<file path="config.mk">
export PLATFORM = sky130hd
export DESIGN_NAME = char_draw_sequencer
export DESIGN_NICKNAME = d
export VERILOG_FILES = /design/src/rtl/char_draw_pkg.sv /design/src/rtl/sprite_scan_counter.sv /design/src/rtl/char_draw_sequencer.sv
export SDC_FILE = /design/constraint.sdc
export NUM_CORES = 1
export LEC_CHECK = 0
export BUFFER_PORTS_ARGS = -buffer_cell sky130_fd_sc_hd__buf_2
export CAP_MARGIN = 40
export CORE_MARGIN = 1
export CORE_UTILIZATION = 55
export DETAILED_ROUTE_END_ITERATION = 7
export GPL_TIMING_DRIVEN = 0
export PLACE_DENSITY = 0.83
export SYNTH_ARGS = -nofsm -noshare
export SYNTH_HDL_FRONTEND = slang
export SYNTH_SLANG_ARGS = --single-unit
</file>
<file path="constraint.sdc">
create_clock -name Clock -period 3.7 [get_ports Clock]
set_clock_uncertainty 0.05 [all_clocks]
set_input_delay 0.74 -clock Clock [delete_from_list [all_inputs] [get_ports Clock]]
set_output_delay 0.74 -clock Clock [all_outputs]
set_load 0.02 [all_outputs]
</file>
<file path="src/rtl/char_draw_pkg.sv">
// Shared constants for the player character sprite drawer: sprite geometry,
// colours, lane-to-X mapping and the sequencer state encoding.
package char_draw_pkg;

  localparam int CHAR_W = 9;
  localparam int CHAR_H = 5;
  localparam int COL_BITS = 4;
  localparam int ROW_BITS = 3;

  // Y of the sprite bottom row; rows are drawn upward from here.
  localparam logic [6:0] BASE_Y = 7'd7;

  localparam logic [2:0] CHAR_COLOUR = 3'b111;
  localparam logic [2:0] BG_COLOUR   = 3'b000;

  localparam int NUM_LANES = 4;

  // Left edge of the sprite for each lane.
  localparam logic [7:0] LANE_X0 = 8'd6;
  localparam logic [7:0] LANE_X1 = 8'd24;
  localparam logic [7:0] LANE_X2 = 8'd78;
  localparam logic [7:0] LANE_X3 = 8'd132;

  typedef enum logic [2:0] {
    ST_INIT_DRAW = 3'd0,
    ST_IDLE      = 3'd1,
    ST_ERASE     = 3'd2,
    ST_DRAW      = 3'd3,
    ST_FINISH    = 3'd4
  } state_t;

  function automatic logic [7:0] lane_x(input logic [1:0] lane);
    logic [7:0] x;
    case (lane)
      2'd0:    x = LANE_X0;
      2'd1:    x = LANE_X1;
      2'd2:    x = LANE_X2;
      default: x = LANE_X3;
    endcase
    return x;
  endfunction

endpackage

</file>
<file path="src/rtl/sprite_scan_counter.sv">
// Column/row raster counter for a W x H sprite. Column is the inner loop,
// row the outer loop. The counter wraps to (0,0) after the last pixel so
// back-to-back passes need no extra clear cycle.
module sprite_scan_counter
  import char_draw_pkg::*;
#(
  parameter int W = CHAR_W,
  parameter int H = CHAR_H
) (
  input  logic                Clock,
  input  logic                Reset,
  input  logic                start,
  input  logic                step,
  output logic [COL_BITS-1:0] col,
  output logic [ROW_BITS-1:0] row,
  output logic                last_pixel
);

  localparam logic [COL_BITS-1:0] COL_LAST = COL_BITS'(W - 1);
  localparam logic [ROW_BITS-1:0] ROW_LAST = ROW_BITS'(H - 1);

  logic col_last;

  assign col_last   = (col == COL_LAST);
  assign last_pixel = col_last && (row == ROW_LAST);

  // Advance the raster position; start forces the origin.
  always_ff @(posedge Clock or posedge Reset) begin
    if (Reset) begin
      col <= '0;
      row <= '0;
    end else if (start) begin
      col <= '0;
      row <= '0;
    end else if (step) begin
      if (col_last) begin
        col <= '0;
        row <= (row == ROW_LAST) ? '0 : row + 1'b1;
      end else begin
        col <= col + 1'b1;
      end
    end
  end

endmodule

</file>
<file path="src/rtl/char_draw_sequencer.sv">
// Owns the VGA plot port for the player sprite. On a lane change it erases
// the sprite at the old lane in background colour, then redraws it at the
// new lane, one pixel per clock. A single pending slot remembers the most
// recent lane request that arrives while a move is in flight.
//
// Output timing: all pixel outputs are registered, so the pixel scanned in
// a given state cycle appears on XOut/YOut/ColourOut/Plot after that edge.
// Plot high means XOut/YOut/ColourOut carry a valid pixel for this cycle;
// there is no back-pressure from the VGA side.
module char_draw_sequencer
  import char_draw_pkg::*;
(
  input  logic       Clock,
  input  logic       Reset,
  input  logic [3:0] CurrState,
  output logic [7:0] XOut,
  output logic [6:0] YOut,
  output logic [2:0] ColourOut,
  output logic       Plot,
  output logic       Busy,
  output logic       Done,
  output logic [2:0] DebugState
);

  state_t                state;
  logic [1:0]            saved_pos;
  logic [1:0]            new_pos;
  logic [1:0]            pending_pos;
  logic                  pending_valid;

  logic [COL_BITS-1:0]   col;
  logic [ROW_BITS-1:0]   row;
  logic                  last_pixel;
  logic                  scan_start;
  logic                  scan_step;
  logic                  in_pass;

  logic                  curr_valid;
  logic [1:0]            curr_lane;
  logic [7:0]            pix_x;
  logic [6:0]            pix_y;

  assign DebugState = state;

  // Lanes 0..3 only; anything with the upper bits set is ignored.
  assign curr_valid = (CurrState[3:2] == 2'b00);
  assign curr_lane  = CurrState[1:0];

  assign in_pass    = (state == ST_INIT_DRAW) || (state == ST_ERASE) ||
                      (state == ST_DRAW);
  assign scan_step  = in_pass;
  assign scan_start = (state == ST_IDLE) || (state == ST_FINISH);

  // Pixel coordinate for the lane currently held in saved_pos.
  assign pix_x = lane_x(saved_pos) + {{(8 - COL_BITS){1'b0}}, col};
  assign pix_y = BASE_Y - {{(7 - ROW_BITS){1'b0}}, row};

  sprite_scan_counter #(
    .W(CHAR_W),
    .H(CHAR_H)
  ) u_scan (
    .Clock      (Clock),
    .Reset      (Reset),
    .start      (scan_start),
    .step       (scan_step),
    .col        (col),
    .row        (row),
    .last_pixel (last_pixel)
  );

  // Sequencer FSM with registered plot outputs and pending-request capture.
  always_ff @(posedge Clock or posedge Reset) begin
    if (Reset) begin
      state         <= ST_INIT_DRAW;
      saved_pos     <= 2'd0;
      new_pos       <= 2'd0;
      pending_pos   <= 2'd0;
      pending_valid <= 1'b0;
      XOut          <= 8'd0;
      YOut          <= 7'd0;
      ColourOut     <= 3'd0;
      Plot          <= 1'b0;
      Busy          <= 1'b0;
      Done          <= 1'b0;
    end else begin
      Done <= 1'b0;

      case (state)
        ST_INIT_DRAW: begin
          XOut      <= pix_x;
          YOut      <= pix_y;
          ColourOut <= CHAR_COLOUR;
          Plot      <= 1'b1;
          Busy      <= 1'b1;
          if (last_pixel) state <= ST_FINISH;
        end

        ST_IDLE: begin
          Plot <= 1'b0;
          Busy <= 1'b0;
          if (curr_valid && (curr_lane != saved_pos)) begin
            new_pos <= curr_lane;
            state   <= ST_ERASE;
          end
        end

        ST_ERASE: begin
          XOut      <= pix_x;
          YOut      <= pix_y;
          ColourOut <= BG_COLOUR;
          Plot      <= 1'b1;
          Busy      <= 1'b1;
          // The erase is done with the old lane; the draw pass uses the new one.
          if (last_pixel) begin
            saved_pos <= new_pos;
            state     <= ST_DRAW;
          end
        end

        ST_DRAW: begin
          XOut      <= pix_x;
          YOut      <= pix_y;
          ColourOut <= CHAR_COLOUR;
          Plot      <= 1'b1;
          Busy      <= 1'b1;
          if (last_pixel) state <= ST_FINISH;
        end

        ST_FINISH: begin
          Plot          <= 1'b0;
          Busy          <= 1'b1;
          Done          <= 1'b1;
          pending_valid <= 1'b0;
          if (pending_valid && (pending_pos != saved_pos)) begin
            new_pos <= pending_pos;
            state   <= ST_ERASE;
          end else begin
            state <= ST_IDLE;
          end
        end

        default: begin
          Plot  <= 1'b0;
          Busy  <= 1'b0;
          state <= ST_IDLE;
        end
      endcase

      // Requests arriving mid-pass go to the single pending slot; latest wins.
      if (in_pass && curr_valid && (curr_lane != new_pos)) begin
        pending_valid <= 1'b1;
        pending_pos   <= curr_lane;
      end
    end
  end

endmodule

</file>
==> impl_metrics.env <==
export IMPL_detail_route_vias_per_cell=5.50
export IMPL_die_width_microns=57.9
export IMPL_clock_root_buffer="sky130_fd_sc_hd__clkbuf_4"
export IMPL_grt_first_pass_wirelength_mm=5.92
export IMPL_routed_wire_length_per_instance_microns=14.4
export IMPL_worst_path_max_delay_cell="sky130_fd_sc_hd__dfrtp_1"
export IMPL_mean_area_per_synthesized_cell_sq_um=10.2
export IMPL_timing_critical_path_buf_inv=2
export IMPL_pin_count_of_the_biggest_net_entering_global_routing=19
export IMPL_status="finished, violations left"
export IMPL_rrSetupSlack_ps=1680
export IMPL_final_period_minus_worst_setup_slack_ps=2020
export IMPL_timing_max_transition_violations_final=0
export IMPL_detail_route_wirelength_mm=3.39
export IMPL_placement_rows=19
export IMPL_grt_setup_unrepaired="no"
export IMPL_worst_pin_slew_ps=658
export IMPL_cp_start_kind="flip-flop"
export IMPL_gr_usage_all_layers_pct=24.2
export IMPL_cts_root_to_sink_buffers=2
export IMPL_drc_errors=2
export IMPL_clk_latency_ps=350
export IMPL_cell_internal_pwr_uw=478
export IMPL_final_setup_violations=0
export IMPL_violations_in_the_final_reports="DRC"
export IMPL_switching_share_pct=22.9
export IMPL_fp_dieArea_sq_um=3360
export IMPL_clock_tree_htree_level_count=2
export IMPL_worst_ep_required_time_ps=3880
export IMPL_synth_distinct_cells=38
export IMPL_cp_max_fo=8
export IMPL_seq_power_share_pct=57.5
export IMPL_synth_edf_count=0
export IMPL_timing_critical_path_to_type="flip-flop"
export IMPL_grt_remaining_overflow=0
export IMPL_post_cts_setup_buffer_count=0
export IMPL_dp_hpwl_mm=2.52
export IMPL_antenna_violating_nets_post_route=0
export IMPL_asyncSetResetFlopFracSynth_pct=100
export IMPL_floorplan_core_area_sq_um=2850
export IMPL_n_antenna_cell=0
export IMPL_totalPowerFinal_uw=621
export IMPL_io_pins=30
export IMPL_synth_seq_area_share_pct=46.5
export IMPL_power_net_switching_uw=142
export IMPL_maxCapViolations=0
export IMPL_filler_cell_count=233
export IMPL_layout_cells_most_common="sky130_fd_sc_hd__dfrtp_1"
export IMPL_p_comb_share_pct=6.2
export IMPL_worst_setup_hold_path_clk_slew_ps=100
export IMPL_starting_density_of_the_core_pct=60.3
export IMPL_slowest_delay_ps=420
export IMPL_globalplace_congestion=0.795
export IMPL_reg2reg_to="saved_pos[1]"
export IMPL_post_cts_resized_instances=0
export IMPL_synth_top_flop_cell="sky130_fd_sc_hd__dfrtp_1"
export IMPL_fmax_mhz=494
export IMPL_finalHoldViolCount=0
export IMPL_power_leakage_nw=0.930
export IMPL_fin_tns_setup_ps=0
export IMPL_hold_path_class="in2async"
export IMPL_critPathArrivalTime_ps=2200
export IMPL_cp_cell_sequence="inv_1 > ha_1 > and3b_1 > buf_2 > nand4_1 > nor3_1 > mux2_2"
export IMPL_number_of_antenna_violations_at_the_first_check_in_global_routing=0
export IMPL_reg2reg_from="u_scan.col[0]"
export IMPL_first_iter_violations=41
export IMPL_layout_common_cells="sky130_fd_sc_hd__dfrtp_1, sky130_fd_sc_hd__buf_2, sky130_fd_sc_hd__nand2_1"
export IMPL_worst_r2r_path_depth=7
export IMPL_synthesis_area_sq_um=1720
export IMPL_die_height_microns=57.9
export IMPL_timing_setup_critical_path_class="reg2reg"
export IMPL_detailroute_via_count=1292
export IMPL_tritoncts_num_buffers=5
export IMPL_tritoncts_clock_tree="done"
export IMPL_power_ir_vdd_worst_mv=0.233
export IMPL_synthesis_yosys_warnings=0
export IMPL_drt_pass1_iter_count=6
export IMPL_final_layout_size_suffix_gt1_share_pct=27.0
export IMPL_buffer_ports_inserted=25
export IMPL_syn_to_final_growth_pct=15.6
export IMPL_critical_path_top_delay_family="simple AND/OR/NAND/NOR gates"
export IMPL_period_share_pct=54.7
export IMPL_powerDensity_nw_per_um2=312
export IMPL_tritoncts_num_sinks=32
export IMPL_max_slew_margin_pct=56.1
export IMPL_post_cts_hold_buffer_count=0
export IMPL_postSynthCellCount=168
export IMPL_clkPwrFrac_pct=36.2
export IMPL_synth_register_bits=32
export IMPL_finish_net_count=222
export IMPL_first_global_vias=1335
==> flip-flops by register name, summed over array words and instances, names as in the netlist, 2 cells and up <==
name	count
DebugState	3
YOut	3
XOut	8
pending_pos	2
u_scan.row	3
saved_pos	2
new_pos	2
u_scan.col	4
==> worst register-to-register path, cell delays in order (launching register included) <==
cell	delay (ps)
sky130_fd_sc_hd__dfrtp_1	420
sky130_fd_sc_hd__inv_1	110
sky130_fd_sc_hd__ha_1	150
sky130_fd_sc_hd__and3b_1	140
sky130_fd_sc_hd__buf_2	190
sky130_fd_sc_hd__nand4_1	170
sky130_fd_sc_hd__nor3_1	310
sky130_fd_sc_hd__mux2_2	380
==> cell type report <==
type	count	area (sq um)	area share, %
clock buffer	7	65.1	3.27
timing repair buffer	26	153	7.68
buffer	13	78.8	3.96
multi-input combinational	115	811	40.8
tap	31	38.8	1.95
inverter	11	41.3	2.08
sequential	32	801	40.3
==> power by group through the flow <==
stage / Combinational [mW] / Sequential (mW) / Clock [mW]
global placement: 0.0334 / 0.363 / 0
global route: 0.0429 / 0.358 / 0.242
detailed placement: 0.0392 / 0.364 / 0
floorplan: 0.0261 / 0.363 / 0
CTS: 0.0393 / 0.357 / 0.230
finish: 0.0387 / 0.357 / 0.225
==> kinds of logic after synthesis <==
family,synth area share [%]
other,0.218
AO/OA/AOI/OAI,13.1
XOR/XNOR,4.07
AND/OR/NAND/NOR,13.5
buffers and inverters,6.98
adder cells (fa/ha/maj),9.16
flip-flops,46.5
multiplexers,6.40
==> synthesized netlist by cell type (2+ instances only) <==
master | instances | area share (%)
sky130_fd_sc_hd__inv_1 | 11 | 2.4
sky130_fd_sc_hd__buf_2 | 6 | 1.7
sky130_fd_sc_hd__ha_1 | 11 | 8.0
sky130_fd_sc_hd__o21ai_0 | 14 | 4.1
sky130_fd_sc_hd__nor4_1 | 2 | 0.73
sky130_fd_sc_hd__dfrtp_1 | 32 | 47
sky130_fd_sc_hd__mux2_2 | 8 | 5.2
sky130_fd_sc_hd__a21o_1 | 3 | 1.3
sky130_fd_sc_hd__xor2_1 | 2 | 1.0
sky130_fd_sc_hd__nor2b_1 | 4 | 1.5
sky130_fd_sc_hd__buf_4 | 6 | 2.6
sky130_fd_sc_hd__nor2_1 | 6 | 1.3
sky130_fd_sc_hd__nand4_1 | 2 | 0.73
sky130_fd_sc_hd__xnor2_1 | 6 | 3.1
sky130_fd_sc_hd__a21oi_1 | 6 | 1.7
sky130_fd_sc_hd__mux2i_1 | 2 | 1.2
sky130_fd_sc_hd__o31ai_1 | 2 | 0.87
sky130_fd_sc_hd__nand2_1 | 25 | 5.5
==> layer usage <==
layer	track usage [%]	vias to the layer above	share of wire, %
met2	41.2	24	53
met5	0	-	0
li1	-	630	-
met1	26.7	632	41
met3	8.71	6	3.9
met4	12.2	0	2.2
==> worst max path at each step <==
stage,startpoint,end,slack [ps],depth (start not counted)
after floorplan,CurrState[1],pending_pos[0],1890,3
after global placement,CurrState[1],pending_pos[1],1720,4
after detailed placement,CurrState[1],pending_pos[0],1660,4
after CTS,u_scan.col[0],saved_pos[1],1680,7
after global routing,u_scan.col[0],saved_pos[1],1550,7
final,u_scan.col[0],saved_pos[1],1680,7
==> metrics by stage <==
| step | utilization (%) | hold WS (ps) | setup slack (ps) | cell area [sq um] | cells |
|---|---|---|---|---|---|
| global placement | 66.4 | 405 | 1720 | 1900 | 227 |
| global route | 69.7 | 464 | 1550 | 1990 | 235 |
| finish | 69.7 | 418 | 1680 | 1990 | 235 |
| CTS | 69.7 | 431 | 1680 | 1990 | 235 |
| detailed placement | 67.4 | 407 | 1660 | 1920 | 228 |
| floorplan | - | 393 | 1890 | 1730 | 171 |
No activity file was read; power rests on OpenSTA's default activity.
